$ cat src/rtl/graphics_control.sv
// graphics_control
// ----------------
// Control FSM that sits directly in front of the 8x8 sprite datapath. It takes
// one draw request at a time and walks the datapath through a load cycle plus
// 64 pixel-enable cycles. When asked, and when an earlier sprite exists, it
// first repaints that earlier sprite in the background colour.
//
// Request handshake: a request is taken on a rising clock edge where go=1 and
// ready=1. ready is high only in IDLE. While ready=0, go is ignored and is not
// remembered. done pulses for one cycle when the sprite is complete, and ready
// comes back in the following cycle.
//
// Ports:
//   clock, resetn       system clock (rising edge); asynchronous active-low reset
//   go                  request strobe, sampled only while ready=1
//   x_req, y_req        sprite top-left corner
//   colour_req          sprite colour
//   flash_req           draw the sprite in white instead of colour_req
//   erase_en            erase the previously drawn sprite first
//   ready               request may be issued (IDLE)
//   done                one-cycle completion pulse
//   load                datapath: latch x_dp/y_dp/colour_dp, clear pixel counter
//   enable              datapath: pixel counter enable
//   flash               datapath: force colour white
//   plot                VGA adapter: write the current datapath pixel
//   x_dp, y_dp          datapath coordinate inputs (held between loads)
//   colour_dp           datapath colour input (held between loads)
//   state_dbg           current FSM state, for observation only
module graphics_control #(
    parameter logic [2:0] BG_COLOUR = 3'b000,
    parameter int         PIXELS    = 64
) (
    input  logic       clock,
    input  logic       resetn,
    input  logic       go,
    input  logic [7:0] x_req,
    input  logic [7:0] y_req,
    input  logic [2:0] colour_req,
    input  logic       flash_req,
    input  logic       erase_en,
    output logic       ready,
    output logic       done,
    output logic       load,
    output logic       enable,
    output logic       flash,
    output logic       plot,
    output logic [7:0] x_dp,
    output logic [7:0] y_dp,
    output logic [2:0] colour_dp,
    output logic [2:0] state_dbg
);

    localparam logic [2:0] IDLE   = 3'd0;
    localparam logic [2:0] LOAD_E = 3'd1;
    localparam logic [2:0] ERASE  = 3'd2;
    localparam logic [2:0] LOAD_D = 3'd3;
    localparam logic [2:0] DRAW   = 3'd4;
    localparam logic [2:0] DONE   = 3'd5;

    // The pixel counter is 6 bits wide, so only a 64-pixel sprite is meaningful.
    localparam logic [5:0] LAST_PIX = 6'(PIXELS - 1);

    logic [2:0] state;
    logic [2:0] state_next;

    logic [7:0] x_lat;
    logic [7:0] y_lat;
    logic [2:0] colour_lat;
    logic       flash_lat;

    logic [7:0] prev_x;
    logic [7:0] prev_y;
    logic       prev_valid;

    logic [5:0] pix_cnt;
    logic       last_pix;
    logic       start_erase;

    assign last_pix    = (pix_cnt == LAST_PIX);
    // Erasing is only possible once a sprite has actually been drawn.
    assign start_erase = erase_en && prev_valid;

    always_comb begin
        state_next = state;
        case (state)
            IDLE:    if (go) state_next = start_erase ? LOAD_E : LOAD_D;
            LOAD_E:  state_next = ERASE;
            ERASE:   if (last_pix) state_next = LOAD_D;
            LOAD_D:  state_next = DRAW;
            DRAW:    if (last_pix) state_next = DONE;
            DONE:    state_next = IDLE;
            default: state_next = IDLE;
        endcase
    end

    always_ff @(posedge clock or negedge resetn) begin
        if (!resetn) begin
            state      <= IDLE;
            x_lat      <= '0;
            y_lat      <= '0;
            colour_lat <= '0;
            flash_lat  <= 1'b0;
            prev_x     <= '0;
            prev_y     <= '0;
            prev_valid <= 1'b0;
            pix_cnt    <= '0;
            x_dp       <= '0;
            y_dp       <= '0;
            colour_dp  <= '0;
        end else begin
            state <= state_next;

            // Datapath inputs are loaded on the edge that enters a load state,
            // so they are already stable while load=1 and hold afterwards.
            case (state)
                IDLE: begin
                    if (go) begin
                        x_lat      <= x_req;
                        y_lat      <= y_req;
                        colour_lat <= colour_req;
                        flash_lat  <= flash_req;
                        if (start_erase) begin
                            x_dp      <= prev_x;
                            y_dp      <= prev_y;
                            colour_dp <= BG_COLOUR;
                        end else begin
                            x_dp      <= x_req;
                            y_dp      <= y_req;
                            colour_dp <= colour_req;
                        end
                    end
                end
                ERASE: begin
                    if (last_pix) begin
                        x_dp      <= x_lat;
                        y_dp      <= y_lat;
                        colour_dp <= colour_lat;
                    end
                end
                DONE: begin
                    prev_x     <= x_lat;
                    prev_y     <= y_lat;
                    prev_valid <= 1'b1;
                end
                default: ;
            endcase

            if (state == LOAD_E || state == LOAD_D) begin
                pix_cnt <= '0;
            end else if (state == ERASE || state == DRAW) begin
                pix_cnt <= pix_cnt + 6'd1;
            end
        end
    end

    // Control outputs are decoded from the state alone so an asynchronous
    // reset drops them immediately.
    always_comb begin
        ready  = (state == IDLE);
        done   = (state == DONE);
        load   = (state == LOAD_E) || (state == LOAD_D);
        enable = (state == LOAD_E) || (state == ERASE) ||
                 (state == LOAD_D) || (state == DRAW);
        plot   = (state == ERASE) || (state == DRAW);
        flash  = ((state == LOAD_D) || (state == DRAW)) && flash_lat;
    end

    assign state_dbg = state;

endmodule

$ cat config.mk
export PLATFORM = sky130hd
export DESIGN_NAME = graphics_control
export DESIGN_NICKNAME = d
export VERILOG_FILES = /design/src/rtl/graphics_control.sv
export SDC_FILE = /design/constraint.sdc
export NUM_CORES = 1
export LEC_CHECK = 0
export ABC_CLOCK_PERIOD_IN_PS = 1900
export BUFFER_PORTS_ARGS = -buffer_cell sky130_fd_sc_hd__buf_4
export CELL_PAD_IN_SITES_DETAIL_PLACEMENT = 0
export CELL_PAD_IN_SITES_GLOBAL_PLACEMENT = 1
export CORE_MARGIN = 1
export CORE_UTILIZATION = 44
export CTS_CLUSTER_SIZE = 8
export DETAILED_ROUTE_END_ITERATION = 8
export PLACE_DENSITY_LB_ADDON = 0.1
export SLEW_MARGIN = 10
export SYNTH_ARGS = -nofsm -noshare
export SYNTH_HDL_FRONTEND = slang
export SYNTH_SLANG_ARGS = --single-unit
export TNS_END_PERCENT = 50
$ cat constraint.sdc
create_clock -name clock -period 1.9 [get_ports clock]
set_input_delay 0.285 -clock clock [delete_from_list [all_inputs] [get_ports clock]]
set_output_delay 0.285 -clock clock [all_outputs]
set_load 0.005 [all_outputs]
# Word-level counts from Yosys, hierarchy flattened
# Cells that the tools add are included.
[totals]
out_inout_bits = 28
register_bits = 65
[op_classes]
n_eq_ne = 9
n_mux = 19
reduce_logical = 14
add_sub_neg = 1
[ops]
columns = ["op", "n"]
rows = [
  ["$mux W8", 6],
  ["$pmux W8 S2", 2],
  ["$mux W3", 6],
  ["$pmux W3 S5", 1],
  ["$mux W6", 2],
  ["$add A6 B1 Y6 const B", 1],
  ["$eq A3 B2 Y1 const B", 2],
  ["$eq A3 B3 Y1 const B", 2],
  ["$eq A6 B6 Y1 const B", 1],
  ["$logic_or A1 B1 Y1", 6],
  ["$ne A2 B2 Y1 const B", 3],
  ["$pmux W3 S2", 1],
  ["$reduce_and A3 Y1", 2],
  ["$reduce_bool A2 Y1", 2],
  ["$eq A3 B1 Y1 const B", 1],
  ["$logic_not A3 Y1", 1],
  ["$logic_and A1 B1 Y1", 2],
  ["$mux W2", 1],
  ["$reduce_and A2 Y1", 1],
]

# Logic depth before layout (Yosys ltp)
# Gate-level depths: netlist of the first run.
[depth]
depth_word = 4
mapped_depth = 7
depth_no_buf = 4

# Worst setup path after synthesis of the first run
# No wires, ideal clock.
[synth_timing]
path_type = "register to register"
startpoint = "register state[2] (netlist: state_dbg[2])"
endpoint = "register y_dp[0]"
stages_incl_launch_ff = 7
path_buffers = 3
arrival_time_ns = 1.635
slack_ns = 0.142
setup_ns = 0.123
path_cell_list = "dfrtp_1 buf_6 or4b_4 buf_6 buf_6 a211o_1 o221a_2"
[synth_via]
elab_chain_len = 3
word_cells_on_any_way = 7
cone_classes = "eq/ne: 3; mux: 1; reduce/logical: 3"
[synth_lines]
columns = ["element", "line_no", "rtl"]
rows = [
  ["start: declaration", "63", "logic [2:0] state;"],
  ["start signal: assignment", "111", "state <= state_next;"],
  ["$eq A3 B2 Y1 or $logic_not A3 Y1 (tied branches)", "115", "case (state)"],
  ["$ne A2 B2 Y1 (no source line) or $reduce_bool A2 Y1 (tied branches)", "-", ""],
  ["$reduce_and A3 Y1 (no source line)", "-", ""],
  ["end signal: assignment", "124", "y_dp <= prev_y;"],
  ["end signal: assignment", "128", "y_dp <= y_req;"],
  ["end signal: assignment", "136", "y_dp <= y_lat;"],
  ["end: declaration", "48", "output logic [7:0] y_dp,"],
]
# Parallel ways exist; a longest one is shown, timed or not.
# A chain may end at the register's enable or synchronous reset.

# Final worst setup path of the first run
[layout_timing]
startpoint = "register state[1] (netlist: state_dbg[1])"
endpoint = "output flash"
[layout_via]
elab_chain_len = 3
word_cells_on_any_way = 4
cone_classes = "eq/ne: 2; reduce/logical: 2"
[layout_lines]
columns = ["element", "line_no", "rtl"]
rows = [
  ["$eq A3 B2 Y1 or $eq A3 B3 Y1 (tied branches)", "165", "flash = ((state == LOAD_D) || (state == DRAW)) && flash_lat;"],
  ["$logic_or A1 B1 Y1 *", "165", ""],
  ["$logic_and A1 B1 Y1 *", "165", ""],
  ["end: declaration", "45", "output logic flash,"],
]
# Every way passes the cells marked *; elsewhere a longest branch is shown, timed or not.

==> metrics.yaml, run 1 <==
pwr:
  switchingPower_mw: 1.84
  p_comb_share_pct: 38.0
  switching_share_pct: 32.7
  pwr-share-clk_pct: 19.6
  ir_worst_vdd_v: 0.000587
  leakage_nw: 1.84
  p_int_mw: 3.78
  cellPowerDensity_mw_per_mm2: 1510
  power_frac_seq_pct: 42.4
clock_network:
  cts-htree-levels: 3
  cts.clk_slew.worst_paths_ps: 70
  clkLatencyLatePin_ps: 330
  root_buffer: "clkbuf_8"
  max-clock-path-buffers: 2
  tritoncts: "built"
  clock-sinks: 65
  cts_made_buffers: 9
sta:
  hold_viol: 0
  fin_ws_ps: 84.2
  slew_violations: 0
  holdWs_ps: 146
  post-route-period-util_pct: 95.6
  fmax_mhz: 551
  rsz0062_at_grt: "no"
  slew_headroom_pct: 73.0
  finClkSkew_ps: 6.54
  setup_viol_count_final: 0
  min_period_ps: 1820
  setup_tns_ps: 0
  worst_slew_pin_slew_ps: 405
setup_path:
  worst_r2r_path_depth: 5
  crit_buf_inv: 2
  r2r-end: "x_dp[4]"
  cpMaxStageDelayCell: "dfrtp_1"
  cp_top_family: "simple AND/OR/NAND/NOR gates"
  r2r_slack_ps: 110
  startpoint_type: "flop"
  worstSetupEndpointType: "primary output"
  max_stage_delay_ps: 400
  arrival_ps: 1530
  required_ps: 1620
  criticalPathCategory: "flop to primary output"
  crit-reg2reg-launch: "state_dbg[1]"
  crit_chain: "buf_6 -> or3b_4 -> o21ai_2 -> and2_1 -> buf_4"
  cp_max_fo: 3
floorplanning:
  ios: 52
  initial_core_util_pct: 46.2
  num_rows: 29
  core-area_mm2: 0.00642
  die-area_mm2: 0.00707
  die_height_um: 84.1
  chipWidth_um: 84.1
cells_and_area:
  final_common_cell: "buf_4"
  fin_nets: 355
  mostFrequentLayoutCells: "buf_4, nand2_1, dfrtp_1"
  insertedDiodeCount: 0
  drive_gt1_share_pct: 39.2
  area_delta_synth_final_pct: 25.9
  seqCellArea_mm2: 0.00163
  multi_input_area_mm2: 0.00124
  fill_cells: 579
synth:
  syn_area_per_cell_um2: 11.2
  synth_top_area_share_pct: 54.8
  synth_area_leaders: "dfrtp_1, nand2_1, o221a_2"
  async_flop_share_pct: 100
  synth_cells: 265
  yosysWarnings: 0
  synth_cell_types: 38
  synth_fp_nets: 290
  ys_ff_latch: 65
  yosys_most_used_dff: "dfrtp_1"
  synth_edf_count: 0
  ys_seq_area_share_pct: 54.8
  syn_area_mm2: 0.00297
  yosysTopAreaCell: "dfrtp_1"
placed_design:
  dp_hpwl_um: 4280
  io_buffers: 51
  gp_congestion: 0.709
  place_ws_ps: 150
global_routing:
  antenna_found_initial: 0
  grt_pass1_vias: 2313
  grt_pass1_wl_um: 11300
  overflow: 0
  grt_util_all_layers_pct: 20.8
  grt_max_degree: 30
min_path:
  hold_class: "input port to flop"
  hold_start: "y_req[4]"
  hold_depth: 3
  holdPathEnd: "y_lat[4]"
routing:
  dr_total_vias: 2239
  wl_per_cell_um: 16.4
  dr.pass1.iters: 6
  ant_nets: 0
  viasPerCell: 5.45
  drcViolationCount: 12
  finalWirelength_um: 6740
  drt_iter0_markers: 105
outcome:
  status: "finished, violations left"
  failed_checks: "DRC"
job:
  cap_viol_max_count: 0
[worst register-to-register path, cell delays in order, from the launching register on]
cell and delay [ps]:
dfrtp_1 400, buf_4 140, or4b_4 500, buf_4 250
a211o_1 260, o221a_2 120
[cells in the mapped netlist (3+ instances only)]
| master | count |
|---|---|
| nand3_1 | 3 |
| clkbuf_1 | 9 |
| a21o_1 | 3 |
| dfrtp_1 | 65 |
| o221a_2 | 19 |
| a21oi_1 | 3 |
| a211o_1 | 16 |
| and3_1 | 16 |
| buf_6 | 4 |
| inv_1 | 3 |
| o21ai_0 | 4 |
| buf_2 | 6 |
| mux2_2 | 16 |
| nor2_1 | 3 |
| nand2_1 | 66 |
[repair_timing]
item | 4_1_cts | 5_1_grt
gates resized for setup | 7 | 4
hold buffers | 1 | 0
endpoints found under the hold margin | 27 | 0
setup endpoints to repair | 3 | 3
setup buffers | 3 | 0
pin swaps | 1 | 0
[cell type report]
| cell class | count | area share [%] |
|---|---|---|
| multi-input cells | 177 | 33.3 |
| repair buffers | 74 | 15.5 |
| inverters | 3 | 0.302 |
| flip-flops and latches | 65 | 43.6 |
| clock buffers | 11 | 3.52 |
| clock inverters | 4 | 1.21 |
| well taps | 77 | 2.58 |
[cells by family after synthesis]
logic type                 Yosys count  share of synthesized area [%]
AOI/OAI and AO/OA                   53                           16.5
xor gates and xnor gates             1                          0.295
adders and majority gates            1                          0.422
buffers and inverters               23                           4.55
DFF                                 65                           54.8
muxes                               18                           6.75
and+or+nand+nor                    104                           16.6
[power groups by stage]
stage               Clock, mW  Combinational (mW)  Sequential [mW]
global route             1.20                2.37             2.46
CTS                      1.14                2.15             2.38
floorplan                   0                1.21             2.32
global placement            0                2.00             2.40
detailed placement          0                2.04             2.40
finish                   1.11                2.14             2.39
[worst max-delay path by stage]
stage / startpoint / to / cells after the start
finish: state_dbg[1] / flash / 5
floorplan: state_dbg[2] / y_dp[0] / 6
global placement: state_dbg[2] / enable / 4
global route: state_dbg[1] / flash / 5
detailed placement: state_dbg[2] / x_dp[4] / 4
CTS: state_dbg[2] / enable / 5
[routing by layer]
layer / vias to the layer above / wire [um] / track usage [%]
met2: 45 / 3230 / 32.9
met1: 1105 / 3230 / 27.6
met3: 2 / 245 / 3.76
li1: 1087 / - / -
met4: 0 / 31 / 10.7
met5: - / 0 / 0
[state kept, by name, indices dropped and copies added, names as in the netlist]
register    flops
colour_lat      3
x_lat           8
pix_cnt         6
colour_dp       3
x_dp            8
y_lat           8
prev_y          8
y_dp            8
flash_lat       1
prev_x          8
state_dbg       3
prev_valid      1
[per-stage QoR]
step	area [um^2]	power (mW)	utilization [%]	std cells
floorplan	2970	3.53	-	265
global placement	3480	4.39	54.2	392
detailed placement	3480	4.44	54.2	392
CTS	3720	5.67	57.9	411
global route	3730	6.02	58.1	411
finish	3730	5.63	58.1	411
(Power assumes the default switching activity.)
==> inputs of run 2 (changes only) <==
- SETUP_SLACK_MARGIN: default -> 0.1
==> metrics.yaml, run 2 (synthesis gave the netlist of run 1 again) <==
outcome:
  failed_checks: "DRC"
  status: "finished, violations left"
placed_design:
  gp_congestion: 0.709  # unchanged
  io_buffers: 51  # unchanged
  place_area_mm2: 0.00348  # unchanged
  dp_hpwl_um: 4280  # unchanged
  place_inst: 392  # unchanged
setup_path:
  crit_chain: "buf_6 -> or3b_4 -> o21ai_2 -> and2_1 -> buf_4"
  cpMaxStageDelayCell: "dfrtp_1"
  required_ps: 1620  # about the same
  startpoint_type: "flop"
  worstSetupEndpointType: "primary output"
  arrival_ps: 1570  # +40 ps
  max_stage_delay_ps: 410  # about the same
  cp_max_fo: 3  # unchanged
  criticalPathCategory: "flop to primary output"
clock_network:
  tritoncts: "built"
  cts.clk_slew.worst_paths_ps: 70  # about the same
  max-clock-path-buffers: 2  # unchanged
  clkLatencyLatePin_ps: 330  # about the same
  cts_made_buffers: 9  # unchanged
  clock-sinks: 65  # unchanged
  cts-htree-levels: 3  # unchanged
  root_buffer: "clkbuf_8"
sta:
  slew_headroom_pct: 72.8  # -0.15 points
  fmax_mhz: 538  # -2.3%
  slew_violations: 0  # unchanged
  post-route-period-util_pct: 97.8  # +2.2 points
  rsz0062_at_grt: "yes"
  worst_slew_pin_slew_ps: 408  # +2.32 ps
  hold_viol: 0  # unchanged
  finClkSkew_ps: 7.16  # +0.623 ps
  min_period_ps: 1860  # +42.3 ps
  setup_viol_count_final: 0  # unchanged
floorplanning:
  num_rows: 29  # unchanged
  initial_core_util_pct: 46.2  # unchanged
  chipWidth_um: 84.1  # unchanged
  die_height_um: 84.1  # unchanged
  core-area_mm2: 0.00642  # unchanged
  ios: 52  # unchanged
  die-area_mm2: 0.00707  # unchanged
cells_and_area:
  fin_nets: 378  # +6.5%
  postLayoutCellArea_mm2: 0.00398  # +6.6%
  final_cells: 434  # +5.6%
  insertedDiodeCount: 0  # unchanged
  drive_gt1_share_pct: 44.0  # +4.8 points
  fill_cells: 552  # -4.7%
  final_common_cell: "buf_4"
  area_delta_synth_final_pct: 34.2
  mostFrequentLayoutCells: "buf_4, nand2_1, dfrtp_1"
global_routing:
  grt_max_degree: 30  # unchanged
  grt_pass1_wl_um: 11600  # +2.3%
  overflow: 0  # unchanged
  grt_util_all_layers_pct: 21.3  # +0.49 points
  antenna_found_initial: 0  # unchanged
  grt_pass1_vias: 2373  # +2.6%
routing:
  ant_nets: 0  # unchanged
  wl_per_cell_um: 16.5  # +0.71%
  drt_iter0_markers: 122  # +16%
  dr_total_vias: 2342  # +4.6%
  dr.pass1.iters: 6  # unchanged
  viasPerCell: 5.40  # -0.94%
  drcViolationCount: 12  # unchanged
  finalWirelength_um: 7170  # +6.3%
job:
  cap_viol_max_count: 0  # unchanged
min_path:
  hold_class: "input port to flop"
pwr:
  ir_worst_vdd_v: 0.000670  # +14%
  cellPowerDensity_mw_per_mm2: 1490  # -1.1%
  leakage_nw: 1.97  # +7.2%
-- run 2: report_power, final --
group / switching, mW / internal (mW) / total [mW]
clock: 0.511 / 0.593 / 1.10
sequential: 0.399 / 1.99 / 2.39
combinational: 1.01 / 1.42 / 2.44
total: 1.92 / 4.01 / 5.93
-- run 2: path summary, 6_finish.rpt --
| kind | startpoint | end | depth (start not counted) | slack, ps |
|---|---|---|---|---|
| max | state_dbg[1] | flash | 5 | 40 |
| min | flash_req | flash_lat | 3 | 150 |
| max reg2reg | state_dbg[0] | x_dp[0] | 4 | 140 |
| min reg2reg | colour_lat[0] | colour_lat[0] | 2 | 480 |
| max in group asynchronous | resetn | y_lat[5] | 3 | 930 |
| min in group asynchronous | resetn | x_dp[4] | 2 | 430 |
-- run 2: area by class of cell --
type                            instances  area (um^2)  area share [%]
Sequential cell                        65         1630            40.9
Multi-Input combinational cell        177         1250            31.4
Timing Repair Buffer                   97          811            20.4
Clock buffer                           11          131            3.30
Tap cell                               77         96.3            2.42
Clock inverter                          4         45.0            1.13
Inverter                                3         16.3           0.409
-- run 2: repair_timing --
| action | 4_1_cts | 5_1_grt |
|---|---|---|
| hold endpoints to repair | 27 | 0 |
| hold buffers | 1 | 0 |
| gates cloned | 0 | 1 |
| buffers inserted | 12 | 13 |
| setup endpoints to repair | 4 | 24 |
| resized for setup | 10 | 17 |
| pin swaps | 1 | 2 |
-- run 2: worst max-delay path, delay by kind of cell (launching register included) --
family / cells / cell delay [ps]
and+or+nand+nor: 2 / 520
DFF: 1 / 410
buffers and inverters: 2 / 240
AOI/OAI and AO/OA: 1 / 80
-- run 2: metal layers --
layer / GRT usage [%] / wire, um / vias up
met2: 34.1 / 3510 / 46
met5: 0 / 0 / -
met1: 27.9 / 3330 / 1158
met4: 11.1 / 102 / 0
met3: 3.76 / 237 / 9
li1: - / - / 1129
-- run 2: metrics by stage --
stage	setup slack, ps	power, mW	hold slack, ps	setup TNS (ps)	utilization, %
after floorplan	142	3.53	-10.6	0	-
after global placement	148	4.39	249	0	54.2
after detailed placement	150	4.44	247	0	54.2
after CTS	73.6	5.77	126	0	59.1
after global routing	-31.9	6.34	141	-31.9	62.0
final	41.9	5.93	146	0	62.0
==> inputs of run 3 (changes only) <==
- CORE_ASPECT_RATIO: default -> 0.9
- PLACE_DENSITY_LB_ADDON: 0.1 -> 0.15
==> metrics.yaml, run 3 (synthesis gave the netlist of run 1 again) <==
placed_design:
  dp_hpwl_um: 4320  # +0.99%
  io_buffers: 51  # unchanged
  gp_congestion: 0.803  # +13%
  place_ws_ps: -72.0  # -222 ps
  place_inst: 406  # +3.6%
  place_area_mm2: 0.00352  # +1.0%
clock_network:
  tritoncts: "built"
  clock-sinks: 65  # unchanged
  max-clock-path-buffers: 2  # unchanged
  clkLatencyLatePin_ps: 340  # about the same
  root_buffer: "clkbuf_8"
  cts_made_buffers: 9  # unchanged
  cts.clk_slew.worst_paths_ps: 70  # about the same
  cts-htree-levels: 3  # unchanged
routing:
  drcViolationCount: 0  # -12
  drt_iter0_markers: 167  # +37%
  wl_per_cell_um: 17.1  # +3.5%
  finalWirelength_um: 7640  # +6.6%
  dr.pass1.iters: 4  # -2
  viasPerCell: 5.36  # -0.75%
  dr_total_vias: 2394  # +2.2%
  ant_nets: 0  # unchanged
sta:
  fin_ws_ps: 38.7  # -3.12 ps
  worst_slew_pin_slew_ps: 433  # +25.4 ps
  slew_headroom_pct: 71.1  # -1.7 points
  rsz0062_at_grt: "yes"
  setup_tns_ps: 0  # unchanged
  fmax_mhz: 537  # -0.17%
  holdWs_ps: 137  # -9.37 ps
  finClkSkew_ps: 6.23  # -0.928 ps
  post-route-period-util_pct: 98.0  # +0.16 points
  min_period_ps: 1860  # +3.12 ps
  setup_viol_count_final: 0  # unchanged
  slew_violations: 0  # unchanged
  hold_viol: 0  # unchanged
pwr:
  leakage_nw: 2.02  # +2.4%
  ir_worst_vdd_v: 0.000756  # +13%
  cellPowerDensity_mw_per_mm2: 1490  # -0.19%
  power_frac_seq_pct: 39.5  # -0.8 points
  p_comb_share_pct: 42.0  # +0.9 points
  p_int_mw: 4.18  # +4.4%
  switching_share_pct: 32.7  # +0.25 points
  pwr-share-clk_pct: 18.5  # about the same
  switchingPower_mw: 2.03  # +5.6%
cells_and_area:
  drive_gt1_share_pct: 42.6  # -1.4 points
  final_cells: 447  # +3.0%
  mostFrequentLayoutCells: "buf_4, nand2_1, dfrtp_1"
  area_delta_synth_final_pct: 40.9
  postLayoutCellArea_mm2: 0.00418  # +5.0%
  final_common_cell: "buf_4"
  fin_nets: 377  # -0.26%
  insertedDiodeCount: 0  # unchanged
setup_path:
  crit_chain: "buf_6 -> or3b_4 -> o21ai_2 -> and2_1 -> buf_4"
  criticalPathCategory: "flop to primary output"
  worstSetupEndpointType: "primary output"
  arrival_ps: 1580  # about the same
  startpoint_type: "flop"
  cp_max_fo: 4  # +1
  max_stage_delay_ps: 410  # about the same
  cpMaxStageDelayCell: "dfrtp_2"
  required_ps: 1620  # about the same
floorplanning:
  num_rows: 28  # -3.4%
  ios: 52  # unchanged
  die_height_um: 79.9  # -5.0%
  initial_core_util_pct: 45.3  # -0.91 points
  core-area_mm2: 0.00655  # +2.0%
  chipWidth_um: 88.6  # +5.3%
  die-area_mm2: 0.00707  # about the same
outcome:
  status: "finished, final reports clean"
job:
  cap_viol_max_count: 0  # unchanged
global_routing:
  overflow: 0  # unchanged
  grt_pass1_wl_um: 11000  # -4.9%
  grt_pass1_vias: 2215  # -6.7%
  antenna_found_initial: 0  # unchanged
  grt_util_all_layers_pct: 21.2  # -0.12 points
  grt_max_degree: 34  # +13%
min_path:
  hold_class: "input port to flop"
==> run 3: critical path, delay by kind of cell, from the launching register on <==
family / cells / cell delay, ps
AO/OA/AOI/OAI: 1 / 80
buffers and inverters: 2 / 230
flip-flops: 1 / 410
AND/OR/NAND/NOR: 2 / 520
==> run 3: path summary, 6_finish.rpt <==
check / start / endpoint / slack [ps] / cells after the start
max: state_dbg[1] / flash / 40 / 5
min: flash_req / flash_lat / 140 / 3
max reg2reg: state_dbg[1] / y_dp[3] / 50 / 6
min reg2reg: colour_lat[2] / colour_lat[2] / 490 / 2
max in group asynchronous: resetn / state_dbg[1] / 940 / 3
min in group asynchronous: resetn / prev_x[4] / 430 / 2
==> run 3: stage by stage <==
step	util (%)	total power, mW
2_1_floorplan	-	3.53
3_5_place_dp	53.7	4.48
3_3_place_gp	53.7	4.42
6_report	63.8	6.22
5_1_grt	63.8	6.63
4_1_cts	58.0	5.75
==> run 3: power groups by stage <==
stage,combinational (mW),clock (mW),sequential (mW)
floorplan,1.21,0,2.32
global placement,2.03,0,2.40
detailed placement,2.08,0,2.40
global route,2.84,1.25,2.53
CTS,2.20,1.18,2.37
finish,2.61,1.15,2.45
==> run 3: area by class of cell <==
class                   instances  area (um^2)
inverters                       3         16.3
flip-flops and latches         65         1630
clock buffers                  13          149
clock inverters                 3         40.0
repair buffers                 96          860
well taps                      90          113
fillers                       524         2370
multi-input cells             177         1370
==> run 3: what timing repair did <==
action	CTS	global route
buffers inserted	3	18
cloned	0	3
pin swaps	2	15
hold endpoints to repair	30	0
hold buffers	1	0
resized for setup	14	23
setup endpoints to repair	23	21
==> run 3: routing by layer <==
metal | track usage [%] | up-vias | part of all wire, %
met1 | 28.5 | 1158 | 47
met5 | 0 | - | 0
met3 | 6.83 | 15 | 4.6
li1 | - | 1140 | -
met4 | 7.26 | 0 | 1.8
met2 | 32.1 | 81 | 47
